<file path="config.mk">
export PLATFORM = sky130hd
export DESIGN_NAME = sprite_anim_layer_flat
export DESIGN_NICKNAME = d
export VERILOG_FILES = /design/src/rtl/sprite_anim_layer_if.sv /design/src/rtl/sprite_anim_layer.sv /design/src/flat_wrapper.sv
export SDC_FILE = /design/constraint.sdc
export NUM_CORES = 1
export LEC_CHECK = 0
export CAP_MARGIN = 20
export CORE_MARGIN = 3
export CORE_UTILIZATION = 32
export CTS_CLUSTER_SIZE = 16
export DETAILED_ROUTE_END_ITERATION = 16
export GPL_TIMING_DRIVEN = 1
export PLACE_DENSITY_LB_ADDON = 0.2
export RECOVER_POWER = 25
export SYNTH_ARGS = -nofsm -noshare
export SYNTH_HDL_FRONTEND = slang
export SYNTH_SLANG_ARGS = --single-unit
export TNS_END_PERCENT = 5
</file>
<file path="constraint.sdc">
create_clock -name vga_clk -period 3.8 [get_ports vga_clk]
set_input_delay 0.76 -clock vga_clk [delete_from_list [all_inputs] [get_ports vga_clk]]
set_output_delay 0.76 -clock vga_clk [all_outputs]
set_load 0.05 [all_outputs]
</file>
<file path="src/rtl/sprite_anim_layer_if.sv">
// ROM-side bus of the sprite layer: registered address out, palette index back.
interface sprite_anim_layer_if #(
    parameter int ADDR_W = 12,
    parameter int IDX_W  = 3
);
    logic [ADDR_W-1:0] rom_address;
    logic [IDX_W-1:0]  rom_q;

    modport master (output rom_address, input rom_q);
    modport slave  (input rom_address, output rom_q);
endinterface

</file>
<file path="src/rtl/sprite_anim_layer.sv">
// Animated, movable sprite layer in the VGA pixel domain; 2-cycle pixel latency.
// Optional SPRITE_MIRROR_EN adds mirror_x for a horizontally flipped sprite.
module sprite_anim_layer #(
    parameter int SPR_W       = 32,
    parameter int SPR_H       = 32,
    parameter int FRAMES      = 4,
    parameter int FRAME_TICKS = 8,
    parameter int ADDR_W      = 12,
    parameter int IDX_W       = 3,
    parameter int TRANSP_IDX  = 0,
    localparam int AF_W = (FRAMES > 1) ? $clog2(FRAMES) : 1,
    localparam int TK_W = (FRAME_TICKS > 1) ? $clog2(FRAME_TICKS) : 1
) (
    input  logic                 vga_clk,
    input  logic                 reset,
    input  logic [9:0]           DrawX,
    input  logic [9:0]           DrawY,
    input  logic                 blank,
    input  logic [9:0]           pos_x,
    input  logic [9:0]           pos_y,
    input  logic                 spr_en,
    input  logic                 anim_run,
`ifdef SPRITE_MIRROR_EN
    input  logic                 mirror_x,
`endif
    sprite_anim_layer_if.master  rom_if,
    output logic [IDX_W-1:0]     pix_idx,
    output logic                 opaque,
    output logic [AF_W-1:0]      anim_frame
);

    if ((64'(1) << ADDR_W) < 64'(SPR_W) * 64'(SPR_H) * 64'(FRAMES)) begin : g_bad_addr_w
        $error("ADDR_W too small for SPR_W*SPR_H*FRAMES");
    end
    if (FRAME_TICKS < 1) begin : g_bad_ticks
        $error("FRAME_TICKS must be >= 1");
    end

    logic [9:0]        sh_x_q, sh_x_d, sh_y_q, sh_y_d;
    logic              sh_en_q, sh_en_d;
    logic [TK_W-1:0]   tick_q, tick_d;
    logic [AF_W-1:0]   anim_frame_q, anim_frame_d;
    logic [ADDR_W-1:0] rom_addr_q, rom_addr_d;
    logic              hit_s1_q, hit_s1_d, blank_s1_q, blank_s1_d;
    logic              opaque_q, opaque_d;
    logic [IDX_W-1:0]  pix_idx_q, pix_idx_d;
`ifdef SPRITE_MIRROR_EN
    logic              sh_mir_q, sh_mir_d;
`endif

    logic        frame_start, hit;
    logic [10:0] dx, dy, sx, sy, col_raw, row_raw;
    logic [31:0] col, row;

    always_comb begin
        sh_x_d       = sh_x_q;
        sh_y_d       = sh_y_q;
        sh_en_d      = sh_en_q;
        tick_d       = tick_q;
        anim_frame_d = anim_frame_q;
`ifdef SPRITE_MIRROR_EN
        sh_mir_d     = sh_mir_q;
`endif
        frame_start = (DrawX == 10'd0) && (DrawY == 10'd0);

        if (frame_start) begin
            sh_x_d  = pos_x;
            sh_y_d  = pos_y;
            sh_en_d = spr_en;
`ifdef SPRITE_MIRROR_EN
            sh_mir_d = mirror_x;
`endif
            if (anim_run) begin
                if (tick_q == TK_W'(FRAME_TICKS - 1)) begin
                    tick_d       = '0;
                    anim_frame_d = (anim_frame_q == AF_W'(FRAMES - 1)) ? '0
                                                                       : anim_frame_q + AF_W'(1);
                end else begin
                    tick_d = tick_q + TK_W'(1);
                end
            end
        end

        // 11-bit compares so a sprite near the right/bottom edge clips instead of wrapping
        dx  = {1'b0, DrawX};
        dy  = {1'b0, DrawY};
        sx  = {1'b0, sh_x_q};
        sy  = {1'b0, sh_y_q};
        hit = sh_en_q && (dx >= sx) && (dx < sx + 11'(SPR_W))
                      && (dy >= sy) && (dy < sy + 11'(SPR_H));

        col_raw = dx - sx;
        row_raw = dy - sy;
        row     = 32'(row_raw);
`ifdef SPRITE_MIRROR_EN
        col = sh_mir_q ? (32'(SPR_W - 1) - 32'(col_raw)) : 32'(col_raw);
`else
        col = 32'(col_raw);
`endif

        rom_addr_d = hit ? ADDR_W'(32'(anim_frame_q) * 32'(SPR_W * SPR_H) + row * 32'(SPR_W) + col)
                         : '0;
        hit_s1_d   = hit;
        blank_s1_d = blank;

        opaque_d  = hit_s1_q && blank_s1_q && (rom_if.rom_q != IDX_W'(TRANSP_IDX));
        pix_idx_d = opaque_d ? rom_if.rom_q : '0;
    end

    always_ff @(posedge vga_clk) begin
        if (reset) begin
            sh_x_q       <= '0;
            sh_y_q       <= '0;
            sh_en_q      <= 1'b0;
            tick_q       <= '0;
            anim_frame_q <= '0;
            rom_addr_q   <= '0;
            hit_s1_q     <= 1'b0;
            blank_s1_q   <= 1'b0;
            opaque_q     <= 1'b0;
            pix_idx_q    <= '0;
`ifdef SPRITE_MIRROR_EN
            sh_mir_q     <= 1'b0;
`endif
        end else begin
            sh_x_q       <= sh_x_d;
            sh_y_q       <= sh_y_d;
            sh_en_q      <= sh_en_d;
            tick_q       <= tick_d;
            anim_frame_q <= anim_frame_d;
            rom_addr_q   <= rom_addr_d;
            hit_s1_q     <= hit_s1_d;
            blank_s1_q   <= blank_s1_d;
            opaque_q     <= opaque_d;
            pix_idx_q    <= pix_idx_d;
`ifdef SPRITE_MIRROR_EN
            sh_mir_q     <= sh_mir_d;
`endif
        end
    end

    assign rom_if.rom_address = rom_addr_q;
    assign pix_idx            = pix_idx_q;
    assign opaque             = opaque_q;
    assign anim_frame         = anim_frame_q;

endmodule
</file>
<file path="src/flat_wrapper.sv">
// flat-port wrapper written by rule: the top's interface ports become plain ports
module sprite_anim_layer_flat 
#(
    parameter int SPR_W       = 32,
    parameter int SPR_H       = 32,
    parameter int FRAMES      = 4,
    parameter int FRAME_TICKS = 8,
    parameter int ADDR_W      = 12,
    parameter int IDX_W       = 3,
    parameter int TRANSP_IDX  = 0,
    localparam int AF_W = (FRAMES > 1) ? $clog2(FRAMES) : 1,
    localparam int TK_W = (FRAME_TICKS > 1) ? $clog2(FRAME_TICKS) : 1
)
  (vga_clk, reset, DrawX, DrawY, blank, pos_x, pos_y, spr_en, anim_run, pix_idx, opaque, anim_frame, rom_if_rom_address, rom_if_rom_q);
  sprite_anim_layer_if #(.ADDR_W(ADDR_W), .IDX_W(IDX_W)) rom_if_i ();
  input  logic vga_clk;
  input  logic reset;
  input  logic [9:0] DrawX;
  input  logic [9:0] DrawY;
  input  logic blank;
  input  logic [9:0] pos_x;
  input  logic [9:0] pos_y;
  input  logic spr_en;
  input  logic anim_run;
  output logic [IDX_W-1:0] pix_idx;
  output logic opaque;
  output logic [AF_W-1:0] anim_frame;
  output wire logic [$bits(rom_if_i.rom_address)-1:0] rom_if_rom_address;
  input wire logic [$bits(rom_if_i.rom_q)-1:0] rom_if_rom_q;
  assign rom_if_rom_address = rom_if_i.rom_address;
  assign rom_if_i.rom_q = rom_if_rom_q;
  sprite_anim_layer #(.SPR_W(SPR_W), .SPR_H(SPR_H), .FRAMES(FRAMES), .FRAME_TICKS(FRAME_TICKS), .ADDR_W(ADDR_W), .IDX_W(IDX_W), .TRANSP_IDX(TRANSP_IDX)) u_core (.vga_clk(vga_clk), .reset(reset), .DrawX(DrawX), .DrawY(DrawY), .blank(blank), .pos_x(pos_x), .pos_y(pos_y), .spr_en(spr_en), .anim_run(anim_run), .rom_if(rom_if_i), .pix_idx(pix_idx), .opaque(opaque), .anim_frame(anim_frame));
endmodule
</file>
Word-level counts from Yosys, hierarchy flattened
Index checks and enable logic that the tools add are counted.
- register bits: 44
- bits of input ports: 48
- add/subtract/negate cells: 8
- magnitude comparators: 4
- equal/unequal tests: 2
- muxes and demuxes: 2
- bitwise logic cells: 2
- reductions and logical operators: 14
- operators by type and width (operator ; count):
    adder 10 x 6 -> 11 bit (second input constant) ; 2
    < comparator 10 x 11 -> 1 bit ; 2
    >= comparator 10 bit ; 2
    zero test 10 bit ; 2
    adder 12 x 11 -> 12 bit ; 1
    adder 12 bit ; 1
    subtractor 10 x 10 -> 11 bit ; 1
    logical AND 1 bit ; 7
    subtractor 7 bit ; 1
    OR reduction 2 bit ; 2
    adder 3 x 1 -> 3 bit (second input constant) ; 1
    == test 3 bit (second input constant) ; 1
    2-to-1 mux 3 bit ; 1
    AND reduction 3 bit ; 1
    nonzero test 3 bit ; 1
    adder 2 x 1 -> 2 bit (second input constant) ; 1
    == test 2 bit (second input constant) ; 1
    2-to-1 mux 2 bit ; 1
    inverter 1 bit ; 2
    AND reduction 2 bit ; 1

Logic depth before layout (Yosys ltp)
- depth in word-level cells: 7
- gate-level depth with buffers: 17
- gate-level depth less buffers: 17

Worst setup path after synthesis
No wires, ideal clock.
- path kind: input-to-reg
- from: input port DrawX[0]
- to: register u_core.rom_addr_q[11], in the netlist u_core.rom_if.rom_address[11]
- data arrival time: 3.531 ns
- setup slack: 0.153 ns
- stages on the path: 17
- buffers on the path: 0
- path through: inv_1 > ha_1 > fa_1 > nor2b_1 > o21ai_0 > a21oi_1 > o21ai_0 > a21oi_1 > xor2_1 > ha_1 > ha_1 > o21ai_0 > o21bai_1 > a21oi_1 > xnor2_1 > xnor2_1 > nor2_1
- word-level cells in the longest chain between the ends: 7
- elaborated cells on any way between the ends: 10
- ends and longest elaborated chain (item ; line ; source):
    start: declaration ; flat_wrapper.sv:18 ; input logic [9:0] DrawX;
    parallel branches: the longest is 7 deep, another holds adder 12 x 11 -> 12 bit ; n/a ;
    end signal: assignment ; sprite_anim_layer.sv:131 ; rom_addr_q <= rom_addr_d;
    end: declaration ; sprite_anim_layer.sv:43 ; logic [ADDR_W-1:0] rom_addr_q, rom_addr_d;
Parallel ways; which one is timed is not known.
A chain may end at the register's enable or synchronous reset.

Final worst setup path
- from: input port DrawX[2]
- to: register u_core.rom_addr_q[11], in the netlist u_core.rom_if.rom_address[11]
The elaborated chain is that of the path after synthesis.

==> flow_summary_export.csv <==
group,metric,value,unit
run_status,status,"completed",
sta,slew_headroom,0.159,
sta,worst_slew_pin_slew,1.26,ns
sta,fin_crit_sh,0.974,
job,maxCapViolCount,0,
grt,grt_overflow,0,
grt,grt_max_degree,29,
floorplanning,dieWidth,102,um
critical_path,path_class,"input port to flip-flop",
floorplanning,dieArea,10400,um^2
clock_network,worstSkewPairLatency,0.29,ns
sta,hold_viol,0,
place,portBuffers,65,
routing,drt_iter0_drc,53,
finish,finalInstanceArea,4240,um^2
routing,vias,2569,
clock_network,cts_tree,"done",
grt,grt_pass1_wl,11700,um
yosys,synth-seq-cells,44,
floorplanning,std_cell_rows,34,
finish,num_antenna_cells,0,
finish,areaGrowthSynthToFinish,43.9,%
sta,period_needed,3.70,ns
floorplanning,start_util,0.333,
floorplanning,core-area,8850,um^2
routing,vias_per_cell,4.73,
grt,grt_usage,0.140,
power_and_ir_drop,ir_drop,0.000120,V
power_and_ir_drop,power_leakage,1.71,nW
finish,drive_above_1_share,0.170,
clock_network,clkSlewWorstSetupHoldPaths,0.08,ns
yosys,netlist_area,2950,um^2
critical_path,worst-path-max-fanout,4,
yosys,synth.area.top_cells,"dfxtp_1 (30%), ha_1 (19%), mux2i_1 (7.5%), nor2_1 (4.5%), xnor2_1 (4.5%)",
critical_path,cp-end-kind,"flip-flop",
yosys,synth_edf_count,0,
routing,post_drt_wl_per_cell,12.9,um
place,gp_congestion,0.827,
grt,antenna_found_initial,0,
yosys,synth_ff_type,"dfxtp_1",
yosys,syn_area_per_cell,9.07,um^2
critical_path,crit_required,3.98,ns
power_and_ir_drop,p_per_area,253,nW/um^2
yosys,yosysTopAreaCell,"dfxtp_1",
sta,setup_viol,0,
yosys,yosysSeqAreaShare,0.299,
yosys,postSynth.asyncResetShare,0,
floorplanning,die_h,102,um
floorplanning,ioPinCount,66,
yosys,syn_inst,325,
place,placed_area,3940,um^2
clock_network,cts-root-buf,"clkbuf_8",
yosys,yosysWarnings,0,
sta,fmax,0.270,GHz
place,place_hpwl,5640,um
yosys,synth_fp_nets,422,
yosys,synth_top_area_frac,0.299,
routing,ant_nets,0,
min_path,hp-class,"flip-flop to flip-flop",
sta,timing.hold.ws,0.466,ns
critical_path,crit_arrival,3.89,ns
clock_network,cts_buffers,5,
clock_network,clock_sinks,44,
yosys,synth.distinct_cells,40,
sta,slew_viol_final,0,
critical_path,crit_path_start_kind,"input port",
routing,dr.pass1.iters,4,
routing,drc,0,
clock_network,cts_max_path_buffers,2,
yosys,yosys-top-cells-count,"ha_1 (45), dfxtp_1 (44), nor2_1 (35)",
clock_network,htree_num_levels,2,
sta,finClkSkew,0.00790,ns
finish,final_nets,532,
routing,wirelength,7030,um
yosys,post-synth-top-count-cell,"ha_1",
grt,grt_pass1_vias,2512,
-- final cells by class --
type / instances / area, um^2
Clock buffer: 5 / 68.8
Fill cell: 866 / 4600
Clock inverter: 2 / 12.5
Inverter: 28 / 105
Tap cell: 108 / 135
Timing Repair Buffer: 108 / 973
Multi-Input combinational cell: 248 / 2070
Sequential cell: 44 / 881
-- registers in the layout (all words and copies together) (netlist names), 2 cells and up --
| register | cells |
|---|---|
| u_core.rom_if.rom_address | 12 |
| u_core.sh_x_q | 10 |
| u_core.anim_frame | 2 |
| u_core.sh_y_q | 10 |
| u_core.tick_q | 3 |
| u_core.pix_idx | 3 |
-- path summary, 6_finish.rpt --
kind / from / to / slack, ns / cells past startpoint
hold reg to reg: u_core.tick_q[1]$_SDFFE_PP0P_ / u_core.tick_q[1]$_SDFFE_PP0P_ / 0.47 / 2
setup reg to reg: u_core.sh_x_q[4]$_SDFFE_PP0P_ / u_core.rom_if.rom_address[11]$_SDFF_PP0_ / 0.61 / 16
setup / recovery: DrawX[2] / u_core.rom_if.rom_address[11]$_SDFF_PP0_ / 0.1 / 17
hold / removal: u_core.tick_q[1]$_SDFFE_PP0P_ / u_core.tick_q[1]$_SDFFE_PP0P_ / 0.47 / 2
-- repair_timing --
action / 4_1_cts / 5_1_grt
setup buffers: 11 / 1
endpoints found under the setup margin: 3 / 2
resized for setup: 20 / 11
pin swaps: 14 / 13
hold buffers: 0 / 0
-- power breakdown --
group          leakage, nW  internal [mW]  switching [mW]
combinational         1.32          0.192           0.138
sequential           0.354          0.461        0.000112
clock               0.0400          0.125           0.158
total                 1.71          0.778           0.296
-- stage by stage --
stage	power (mW)	TNS, ns	std cells	setup WS [ns]	util
final	1.07	0	543	0.0988	0.480
after CTS	1.07	0	542	0.0118	0.472
after global routing	1.14	-0.0260	543	-0.0260	0.480
after global placement	0.745	-1.48	524	-0.511	0.446
after floorplan	0.616	0	325	0.153	-
after detailed placement	0.749	-1.80	524	-0.617	0.446
-- worst max-delay path, cell delays in order --
cell and delay, ns:
clkdlybuf4s50_1 0.45, ha_1 0.35, buf_4 0.16, o211ai_1 0.15, a21oi_1 0.09, o21a_1 0.22
a21o_1 0.19, a21oi_2 0.14, xnor2_1 0.08, ha_1 0.35, ha_4 0.29, o21ai_2 0.06
o21bai_1 0.15, a21oi_1 0.10, xnor2_1 0.17, xnor2_1 0.14, nor2_1 0.05
-- metal layers --
layer	track usage	routed length, um	vias up
met3	0.0300	258	5
met5	0	0	-
met2	0.229	3290	40
li1	-	-	1364
met1	0.191	3430	1160
met4	0.0303	57	0
-- logic make-up (layout without fill, tap and decap cells) --
kind of cell,count (synthesis),count (layout),synth area share
buffers and inverters,33,143,0.0437
XOR/XNOR,22,22,0.0653
adder cells (fa/ha/maj),49,49,0.218
multiplexers,22,22,0.0747
flip-flops,44,44,0.299
AND/OR/NAND/NOR,95,95,0.164
AO/OA/AOI/OAI,60,60,0.136
-- layout by cell type (no fill, tap or decap), drive strengths merged, types with 2 or more instances in the layout --
master	count
clkdlybuf4s50	51
and3	2
nor2	36
dfxtp	44
nor4	5
nand3	13
a2111oi	2
xnor2	15
or3	4
a21o	12
inv	28
o21a	6
dlygate4sd3	11
o21bai	3
fa	4
a211oi	4
o21ai	10
buf	42
a21oi	16
ha	45
mux2i	22
xor2	7
nor2b	5
nand2	8
and2	6
nand4	3
nand2b	5
nor3	6
clkbuf	6
dlymetal6s2s	2
Note: power is estimated with default switching activity, not from simulation.
